[src/rtl/pc_seq_pkg.sv]
// pc_seq_pkg: shared types and defaults for the fetch-stage PC sequencer.
package pc_seq_pkg;
  localparam int PC_W = 32;
  localparam logic [PC_W-1:0] RESET_VECTOR_D = 32'h0000_0000;
  localparam int unsigned PC_STEP_D = 4;
  typedef enum logic [2:0] {BOOT, FETCH, WAIT, REDIRECT, HALT} state_e;
endpackage

[src/rtl/pc_sequencer_if.sv]
// pc_sequencer_if: control inputs and IMEM/IF-ID outputs of the fetch sequencer.
// fault_o exists only when PC_ALIGN_CHECK_EN is defined.
interface pc_sequencer_if;
  import pc_seq_pkg::*;
  logic            stall_i;
  logic            br_taken_i;
  logic [PC_W-1:0] br_target_i;
  logic            imem_ready_i;
  logic            imem_req_o;
  logic [PC_W-1:0] pc_o;
  logic [PC_W-1:0] pc_plus4_o;
  logic            if_valid_o;
  logic            flush_o;
`ifdef PC_ALIGN_CHECK_EN
  logic            fault_o;
`endif
  modport master (
    input  stall_i, br_taken_i, br_target_i, imem_ready_i,
`ifdef PC_ALIGN_CHECK_EN
    output fault_o,
`endif
    output imem_req_o, pc_o, pc_plus4_o, if_valid_o, flush_o
  );
  modport slave (
    output stall_i, br_taken_i, br_target_i, imem_ready_i,
`ifdef PC_ALIGN_CHECK_EN
    input  fault_o,
`endif
    input  imem_req_o, pc_o, pc_plus4_o, if_valid_o, flush_o
  );
endinterface

[src/rtl/pc_incr.sv]
// pc_incr: combinational PC + step, carry discarded.
module pc_incr
  import pc_seq_pkg::*;
#(
  parameter int unsigned STEP = PC_STEP_D
) (
  input  logic [PC_W-1:0] pc,
  output logic [PC_W-1:0] pc_next
);
  assign pc_next = pc + PC_W'(STEP);
endmodule

[src/rtl/pc_sequencer.sv]
// pc_sequencer: fetch-stage PC register, branch redirect, stall and IMEM handshake.
// Define PC_ALIGN_CHECK_EN to trap misaligned branch targets into a sticky fault/HALT.
module pc_sequencer
  import pc_seq_pkg::*;
#(
  parameter logic [PC_W-1:0] RESET_VECTOR = RESET_VECTOR_D,
  parameter int unsigned     PC_STEP      = PC_STEP_D
) (
  input logic            clk,
  input logic            reset_n,
  pc_sequencer_if.master bus
);
  state_e          state, state_n;
  logic [PC_W-1:0] pc, pc_n, pc_inc, tgt;
  logic            valid, valid_n, flush, flush_n, redirect, misaligned;

  pc_incr #(.STEP(PC_STEP)) u_incr (.pc(pc), .pc_next(pc_inc));

`ifdef PC_ALIGN_CHECK_EN
  logic fault, fault_n;
  assign tgt        = bus.br_target_i;
  assign misaligned = |bus.br_target_i[1:0];
  assign fault_n    = fault | (redirect & misaligned);
  assign bus.fault_o = fault;
  always_ff @(posedge clk or negedge reset_n)
    if (!reset_n) fault <= 1'b0;
    else          fault <= fault_n;
`else
  assign tgt        = bus.br_target_i & ~PC_W'(3);
  assign misaligned = 1'b0;
`endif

  // Branches are honoured while fetching or in the bubble, never in BOOT/HALT.
  assign redirect = bus.br_taken_i && state != BOOT && state != HALT;

  always_comb begin
    state_n = state;
    pc_n    = pc;
    valid_n = 1'b0;
    flush_n = 1'b0;
    if (redirect) begin
      pc_n    = tgt;
      flush_n = 1'b1;
      state_n = misaligned ? HALT : REDIRECT;
    end else if (state == BOOT || state == REDIRECT) begin
      state_n = FETCH;
    end else if ((state == FETCH || state == WAIT) && !bus.stall_i) begin
      pc_n    = bus.imem_ready_i ? pc_inc : pc;
      valid_n = bus.imem_ready_i;
      state_n = bus.imem_ready_i ? FETCH : WAIT;
    end
  end

  always_ff @(posedge clk or negedge reset_n)
    if (!reset_n) begin
      state <= BOOT;
      pc    <= RESET_VECTOR;
      valid <= 1'b0;
      flush <= 1'b0;
    end else begin
      state <= state_n;
      pc    <= pc_n;
      valid <= valid_n;
      flush <= flush_n;
    end

  assign bus.imem_req_o = state == FETCH || state == WAIT;
  assign bus.pc_o       = pc;
  assign bus.pc_plus4_o = pc_inc;
  assign bus.if_valid_o = valid;
  assign bus.flush_o    = flush;
endmodule
[src/flat_wrapper.sv]
// flat-port wrapper written by rule: the top's interface ports become plain ports
module pc_sequencer_flat import pc_seq_pkg::*;
#(
  parameter logic [PC_W-1:0] RESET_VECTOR = RESET_VECTOR_D,
  parameter int unsigned     PC_STEP      = PC_STEP_D
)
  (clk, reset_n, bus_stall_i, bus_br_taken_i, bus_br_target_i, bus_imem_ready_i, bus_imem_req_o, bus_pc_o, bus_pc_plus4_o, bus_if_valid_o, bus_flush_o);
  pc_sequencer_if bus_i ();
  input logic clk;
  input logic reset_n;
  input wire logic [$bits(bus_i.stall_i)-1:0] bus_stall_i;
  input wire logic [$bits(bus_i.br_taken_i)-1:0] bus_br_taken_i;
  input wire logic [$bits(bus_i.br_target_i)-1:0] bus_br_target_i;
  input wire logic [$bits(bus_i.imem_ready_i)-1:0] bus_imem_ready_i;
  output wire logic [$bits(bus_i.imem_req_o)-1:0] bus_imem_req_o;
  output wire logic [$bits(bus_i.pc_o)-1:0] bus_pc_o;
  output wire logic [$bits(bus_i.pc_plus4_o)-1:0] bus_pc_plus4_o;
  output wire logic [$bits(bus_i.if_valid_o)-1:0] bus_if_valid_o;
  output wire logic [$bits(bus_i.flush_o)-1:0] bus_flush_o;
  assign bus_i.stall_i = bus_stall_i;
  assign bus_i.br_taken_i = bus_br_taken_i;
  assign bus_i.br_target_i = bus_br_target_i;
  assign bus_i.imem_ready_i = bus_imem_ready_i;
  assign bus_imem_req_o = bus_i.imem_req_o;
  assign bus_pc_o = bus_i.pc_o;
  assign bus_pc_plus4_o = bus_i.pc_plus4_o;
  assign bus_if_valid_o = bus_i.if_valid_o;
  assign bus_flush_o = bus_i.flush_o;
  pc_sequencer #(.RESET_VECTOR(RESET_VECTOR), .PC_STEP(PC_STEP)) u_core (.clk(clk), .reset_n(reset_n), .bus(bus_i));
endmodule
[config.mk]
export PLATFORM = sky130hd
export DESIGN_NAME = pc_sequencer_flat
export DESIGN_NICKNAME = d
export VERILOG_FILES = /design/src/rtl/pc_seq_pkg.sv /design/src/rtl/pc_sequencer_if.sv /design/src/rtl/pc_incr.sv /design/src/rtl/pc_sequencer.sv /design/src/flat_wrapper.sv
export SDC_FILE = /design/constraint.sdc
export NUM_CORES = 1
export LEC_CHECK = 0
export CORE_MARGIN = 1.5
export CORE_UTILIZATION = 36
export CTS_CLUSTER_DIAMETER = 80
export CTS_CLUSTER_SIZE = 40
export DETAILED_ROUTE_END_ITERATION = 7
export PLACE_DENSITY = 0.73
export RECOVER_POWER = 25
export REMOVE_ABC_BUFFERS = 1
export SLEW_MARGIN = 20
export SYNTH_ARGS = -nofsm -noshare
export SYNTH_HDL_FRONTEND = slang
export SYNTH_SLANG_ARGS = --single-unit
[constraint.sdc]
create_clock -name clk -period 2.4 [get_ports clk]
set_clock_uncertainty 0.2 [all_clocks]
set_input_delay 0.72 -clock clk [delete_from_list [all_inputs] [get_ports clk]]
set_output_delay 0.72 -clock clk [all_outputs]
set_load 0.02 [all_outputs]
==> flow_metrics.env, run 1 <==
export IMPL_failed_checks="DRC, setup timing"
export IMPL_drv_slew=0
export IMPL_max_cap_violations=0
export IMPL_final_cells=554
export IMPL_r2r_end="u_core.bus.pc_o[30]"
export IMPL_slowest_stage="dfrtp_1"
export IMPL_powerDensity_nw_per_um2=516
export IMPL_grt_use_total=0.235
export IMPL_setup_viol=29
export IMPL_antenna_found_initial=0
export IMPL_fill_cells=467
export IMPL_setup_worst_path_class="reg -> out"
export IMPL_start_util=0.377
export IMPL_grt_busiest_layer="met2"
export IMPL_grt_pass1_wl_mm=13.6
export IMPL_clock_root_buffer="clkbuf_8"
export IMPL_syn_area_um2=2420
export IMPL_fp_dieH_um=85.0
export IMPL_clkSinkCount=34
export IMPL_grt_pass1_vias=2849
export IMPL_dpl_cell_count=516
export IMPL_die_x_um=85.0
export IMPL_gr_total_overflow=0
export IMPL_fin_hold_ws_ns=0.319
export IMPL_viasPerCell=5.18
export IMPL_fin_ws_ns=-0.480
export IMPL_finalCriticalPeriod_ns=2.88
export IMPL_seq_area_frac_synth=0.352
export IMPL_arrival_ns=1.96
export IMPL_holdPathStages=2
export IMPL_ys_seq_elements=34
export IMPL_cpPeakStageDelay_ns=0.38
export IMPL_final_cell_mix="buf_4 (116), clkdlybuf4s50_1 (53), nand2_1 (44)"
export IMPL_wl_per_cell_um=16.4
export IMPL_fmax_ghz=0.347
export IMPL_htreeDepth=2
export IMPL_ys_types=39
export IMPL_cts_tree="built"
export IMPL_drtIter0Drc=113
export IMPL_path_buf_inv=2
export IMPL_status="finished, violations left"
export IMPL_rr_worst_depth=9
export IMPL_drive_gt1_frac=0.419
export IMPL_required_ns=1.48
export IMPL_grt_max_degree=65
export IMPL_syn_inst=286
export IMPL_io_buffers=97
export IMPL_row_count=29
export IMPL_cp_end_kind="output pin"
export IMPL_path_cells="ha_2 -> and4_4 -> nand2_4 -> buf_6 -> nor4_4 -> xor2_1 -> buf_4"
export IMPL_max_clock_path_buffers=2
export IMPL_vdd_drop_max_mv=0.344
export IMPL_worstMarginPinSlew_ns=0.894
export IMPL_slew_headroom=0.404
export IMPL_postRouteAntennaNets=0
export IMPL_finalHoldViolCount=0
export IMPL_insertion_delay_ns=0.30
export IMPL_min_to="u_core.state[0]"
export IMPL_clk_pin_slew_worst_paths_ns=0.08
export IMPL_dr_pass1_iters=6
export IMPL_synth_edff_count=0
export IMPL_nNetsFinal=515
export IMPL_ys_warn_count=0
export IMPL_met1_usage=0.286
export IMPL_io_pins=104
export IMPL_power_mw=2.41
export IMPL_period_share=1.20
export IMPL_vias=2871
export IMPL_worstPathMaxFanout=3
export IMPL_syn_area_per_cell_um2=8.46
export IMPL_leakage_nw=2.21
export IMPL_n_antenna_cell=0
export IMPL_hold_start="u_core.state[0]"
export IMPL_r2r_slack_ns=-0.03
export IMPL_async_reset_ff_frac=1.00
export IMPL_wl_mm=9.11
export IMPL_rsz0062_at_grt="true"
export IMPL_hpwl_mm=5.69
export IMPL_regArea_um2=852
export IMPL_layout_cells_most_common="buf_4"
export IMPL_drc_errors=6
export IMPL_cpLargestDelayFamily="simple AND/OR/NAND/NOR gates"
export IMPL_cts_made_buffers=5
export IMPL_core_area_um2=6420
export IMPL_ys_flop_type="dfrtp_1"
export IMPL_gp_congestion=0.856
export IMPL_use_met3=0.0370
export IMPL_grt_use_met2=0.431
export IMPL_multi_input_area_um2=1800
export IMPL_start_kind="flop"
export IMPL_hold_class="reg -> reg"
export IMPL_regToRegStartpoint="u_core.bus.pc_o[16]"
export IMPL_dieArea_um2=7220
export IMPL_synthToLayoutAreaGrowth_pct=92.8
==> worst max path at each step <==
stage | start | endpoint | cells after the start
finish | u_core.bus.pc_o[2] | bus_pc_plus4_o[22] | 7
global route | u_core.bus.pc_o[14] | bus_pc_plus4_o[30] | 7
CTS | u_core.bus.pc_o[17] | bus_pc_plus4_o[30] | 7
detailed placement | u_core.bus.pc_o[12] | bus_pc_plus4_o[24] | 6
global placement | u_core.bus.pc_o[15] | bus_pc_plus4_o[26] | 6
floorplan | bus_br_taken_i | u_core.bus.pc_o[10] | 2
==> through the flow <==
stage | setup slack [ns] | setup TNS, ns | cell area, um^2 | util
after global placement | -0.622 | -13.75 | 3970 | 0.618
final | -0.480 | -9.78 | 4670 | 0.726
after CTS | -0.432 | -7.94 | 4370 | 0.681
after floorplan | -0.964 | -37.17 | 2310 | -
after global routing | -0.568 | -11.90 | 4670 | 0.726
after detailed placement | -0.687 | -14.25 | 3970 | 0.618
==> layer usage <==
metal  up-vias  part of all wire
li1       1351                 -
met5         -                 0
met1      1391              0.39
met2       107              0.53
met4         0             0.021
met3        22             0.056
==> registers in the layout, summed over array words and instances (netlist names) <==
signal and cells:
u_core.bus.pc_o 30, u_core.state 2, u_core.bus.flush_o 1, u_core.bus.if_valid_o 1
==> final cells by class <==
class,instances,share of cell area
flip-flops and latches,34,0.183
multi-input cells,228,0.387
clock inverters,2,0.00805
inverters,3,0.00241
clock buffers,6,0.0156
well taps,77,0.0206
repair buffers,204,0.384
==> power by group <==
part | internal, mW | total (mW) | switching, mW | leakage [nW]
Clock | 0.310 | 0.549 | 0.239 | 0.0514
Combinational | 0.546 | 1.15 | 0.603 | 1.75
Sequential | 0.646 | 0.708 | 0.0620 | 0.410
==> worst min-delay path: cells and delay by family, from the launching register on <==
family | cells | cell delay (ns)
flops | 1 | 0.35
compound gates | 1 | 0.06
simple gates | 1 | 0.07
==> what timing repair did <==
item | 4_1_cts | 5_1_grt
hold buffers | 0 | 0
pin swaps | 27 | 30
buffers inserted | 15 | 18
endpoints found under the setup margin | 31 | 37
gates resized for setup | 206 | 45
==> synth_stat cells (2+ instances only) <==
| library cell | number | area share |
|---|---|---|
| o21ai_1 | 13 | 0.027 |
| ha_1 | 2 | 0.010 |
| clkbuf_1 | 11 | 0.017 |
| nand4_1 | 10 | 0.026 |
| inv_1 | 3 | 0.0047 |
| buf_2 | 8 | 0.017 |
| or3_1 | 3 | 0.0078 |
| nor4_2 | 4 | 0.021 |
| nor4_1 | 6 | 0.016 |
| and4_1 | 3 | 0.011 |
| o21ai_0 | 17 | 0.035 |
| and2_1 | 3 | 0.0078 |
| nor3_1 | 14 | 0.029 |
| xnor2_1 | 33 | 0.12 |
| and3_1 | 2 | 0.0052 |
| nand2_1 | 47 | 0.073 |
| dfrtp_1 | 34 | 0.35 |
| nand3_1 | 12 | 0.025 |
| xor2_1 | 24 | 0.087 |
| buf_4 | 4 | 0.012 |
| nor2_1 | 15 | 0.023 |
==> cell families after synthesis <==
kind of cell	count (synthesis)	synth area share
AND/OR/NAND/NOR	131	0.300
XOR/XNOR	57	0.206
flip-flops	34	0.352
AO/OA/AOI/OAI	33	0.0708
buffers and inverters	27	0.0553
adder cells (fa/ha/maj)	2	0.0103
other	1	0.00155
multiplexers	1	0.00414
(Power assumes the default switching activity.)
==> run 2, diff against run 1 <==
Settings changed: CAP_MARGIN from default to 20.
==> results of run 2 <==
No change in the layout: final DEF, timing and power equal those of run 1.
==> run 3, diff against run 2 <==
Settings changed: PLACE_DENSITY 0.73 to 0.7.
Clock period 2.4 ns to 3.45 ns, I/O delays scaled along.
==> run 3 against run 2 <==
The flow finishes with violations (DRC, capacitance limit, slew limit). Core utilization is 13 points lower. Setup slack improved by 0.57 ns. Non-clock buffer count down 64. Sequential share of layout area is 3.9 points higher. Power down 36%. Critical endpoint is now bus_pc_plus4_o[19]. Count of clock-buffer cells in the layout is 1 lower. Highest routed layer unchanged. Sequential power fell by 32%. Die area did not move. Global-route usage down 3.2 points.
==> flow_metrics.env, run 3 (synthesized netlist as in run 1, its figures left out) <==
export IMPL_io_buffers=97
export IMPL_dieArea_um2=7220
export IMPL_rsz0062_at_grt="false"
export IMPL_regToRegStartpoint="u_core.state[0]"
export IMPL_die_x_um=85.0
export IMPL_drtIter0Drc=104
export IMPL_finish_utilization=0.598
export IMPL_hold_start="u_core.state[0]"
export IMPL_cts_tree="built"
export IMPL_cpLargestDelayFamily="simple AND/OR/NAND/NOR gates"
export IMPL_cp_endpoint="bus_pc_plus4_o[19]"
export IMPL_vias=2510
export IMPL_grt_pass1_vias=2527
export IMPL_clock_root_buffer="clkbuf_8"
export IMPL_antenna_found_initial=0
export IMPL_largest_reg_flops=30
export IMPL_cp_end_kind="output pin"
export IMPL_finalHoldViolCount=0
export IMPL_cp_num_cells=6
export IMPL_setup_worst_path_class="reg -> out"
export IMPL_leakage_nw=1.63
export IMPL_placed_cell_area_um2=3710
export IMPL_wl_per_cell_um=14.7
export IMPL_r2r_slack_ns=1.23
export IMPL_worstMarginPinSlew_ns=1.91
export IMPL_layout_cells_most_common="clkdlybuf4s50_1"
export IMPL_path_buf_inv=2
export IMPL_worstPathMaxFanout=6
export IMPL_finalCriticalPeriod_ns=3.36
export IMPL_viasPerCell=5.12
export IMPL_drc_errors=8
export IMPL_dr_pass1_iters=6
export IMPL_max_clock_path_buffers=2
export IMPL_vdd_drop_max_mv=0.249
export IMPL_start_kind="flop"
export IMPL_cts_made_buffers=5
export IMPL_setup_viol=0
export IMPL_core_area_um2=6420
export IMPL_rr_worst_depth=7
export IMPL_n_antenna_cell=0
export IMPL_cpPeakStageDelay_ns=0.35
export IMPL_insertion_delay_ns=0.29
export IMPL_grt_pass1_wl_mm=11.8
export IMPL_slowest_stage="dfrtp_1"
export IMPL_htreeDepth=2
export IMPL_critPathLaunch="u_core.bus.pc_o[8]"
export IMPL_arrival_ns=2.13
export IMPL_failed_checks="DRC, capacitance limit, slew limit"
export IMPL_hold_class="reg -> reg"
export IMPL_hpwl_mm=5.36
export IMPL_path_cells="buf_4 -> and4_2 -> nand3_1 -> nor3_2 -> xor2_1 -> dlygate4sd2_1"
export IMPL_drive_gt1_frac=0.199
export IMPL_max_cap_violations=1
export IMPL_wl_mm=7.22
export IMPL_row_count=29
export IMPL_gp_congestion=0.842
export IMPL_required_ns=2.21
export IMPL_status="finished, violations left"
export IMPL_clk_pin_slew_worst_paths_ns=0.08
export IMPL_grt_use_total=0.203
export IMPL_postRouteAntennaNets=0
export IMPL_r2r_end="u_core.bus.pc_o[24]"
export IMPL_start_util=0.377
export IMPL_drv_slew=35
export IMPL_final_cell_mix="clkdlybuf4s50_1 (71), nand2_1 (46), buf_4 (42)"
export IMPL_fill_cells=583
export IMPL_synthToLayoutAreaGrowth_pct=58.8
export IMPL_finalInstanceArea_um2=3840
export IMPL_powerDensity_nw_per_um2=403
export IMPL_nNetsFinal=451
export IMPL_fmax_ghz=0.297
export IMPL_clkSinkCount=34
export IMPL_io_pins=104
export IMPL_fp_dieH_um=85.0
export IMPL_period_share=0.975
export IMPL_slew_headroom=-0.272
export IMPL_grt_max_degree=65
export IMPL_gr_total_overflow=0
-- run 3: per-stage QoR --
| stage | setup WS (ns) | cells | power (mW) | TNS [ns] | hold slack [ns] |
|---|---|---|---|---|---|
| final | 0.0877 | 490 | 1.55 | 0 | 0.325 |
| after global routing | 0.000291 | 490 | 1.63 | 0 | 0.356 |
| after CTS | -0.154 | 490 | 1.56 | -0.154 | 0.322 |
| after detailed placement | 0.0305 | 482 | 1.21 | 0 | 0.302 |
| after global placement | -0.00237 | 482 | 1.20 | -0.00237 | 0.295 |
| after floorplan | -0.229 | 265 | 0.826 | -5.40 | 0.278 |
-- run 3: timing repair --
action,4_1_cts,5_1_grt
setup buffers,0,0
hold buffers,0,0
resized for setup,26,27
endpoints found under the setup margin,23,18
pin swaps,0,1
-- run 3: worst min path at each step --
stage,to,depth (start not counted)
2_1_floorplan,u_core.state[0],2
6_report,u_core.state[0],2
3_3_place_gp,u_core.state[0],2
4_1_cts,u_core.state[0],2
3_5_place_dp,u_core.state[0],2
5_1_grt,u_core.state[0],2
-- run 3: where the power goes --
group / internal, mW / switching [mW]
Clock: 0.213 / 0.155
Combinational: 0.326 / 0.369
Sequential: 0.449 / 0.0348
-- run 3: per-layer routing --
layer | global-route usage | routed length [um]
met1 | 0.263 | 3170
met2 | 0.351 | 3580
met3 | 0.0428 | 431
met4 | 0.0402 | 41
met5 | 0 | 0
-- run 3: final cells by class --
cell class              count  area [um^2]  share of cell area
multi-input cells         228         1510               0.393
clock inverters             3         40.0              0.0104
inverters                   3         11.3             0.00293
flip-flops and latches     34          851               0.221
repair buffers            140         1260               0.329
clock buffers               5         68.8              0.0179
well taps                  77         96.3              0.0251
-- run 3: worst register-to-register path, cell delays in order, from the launching register on --
cell	delay (ns)
dfrtp_1	0.36
inv_1	0.05
ha_1	0.34
and3b_1	0.31
nand4_1	0.24
or3_1	0.38
xor2_1	0.15
o21ai_1	0.13
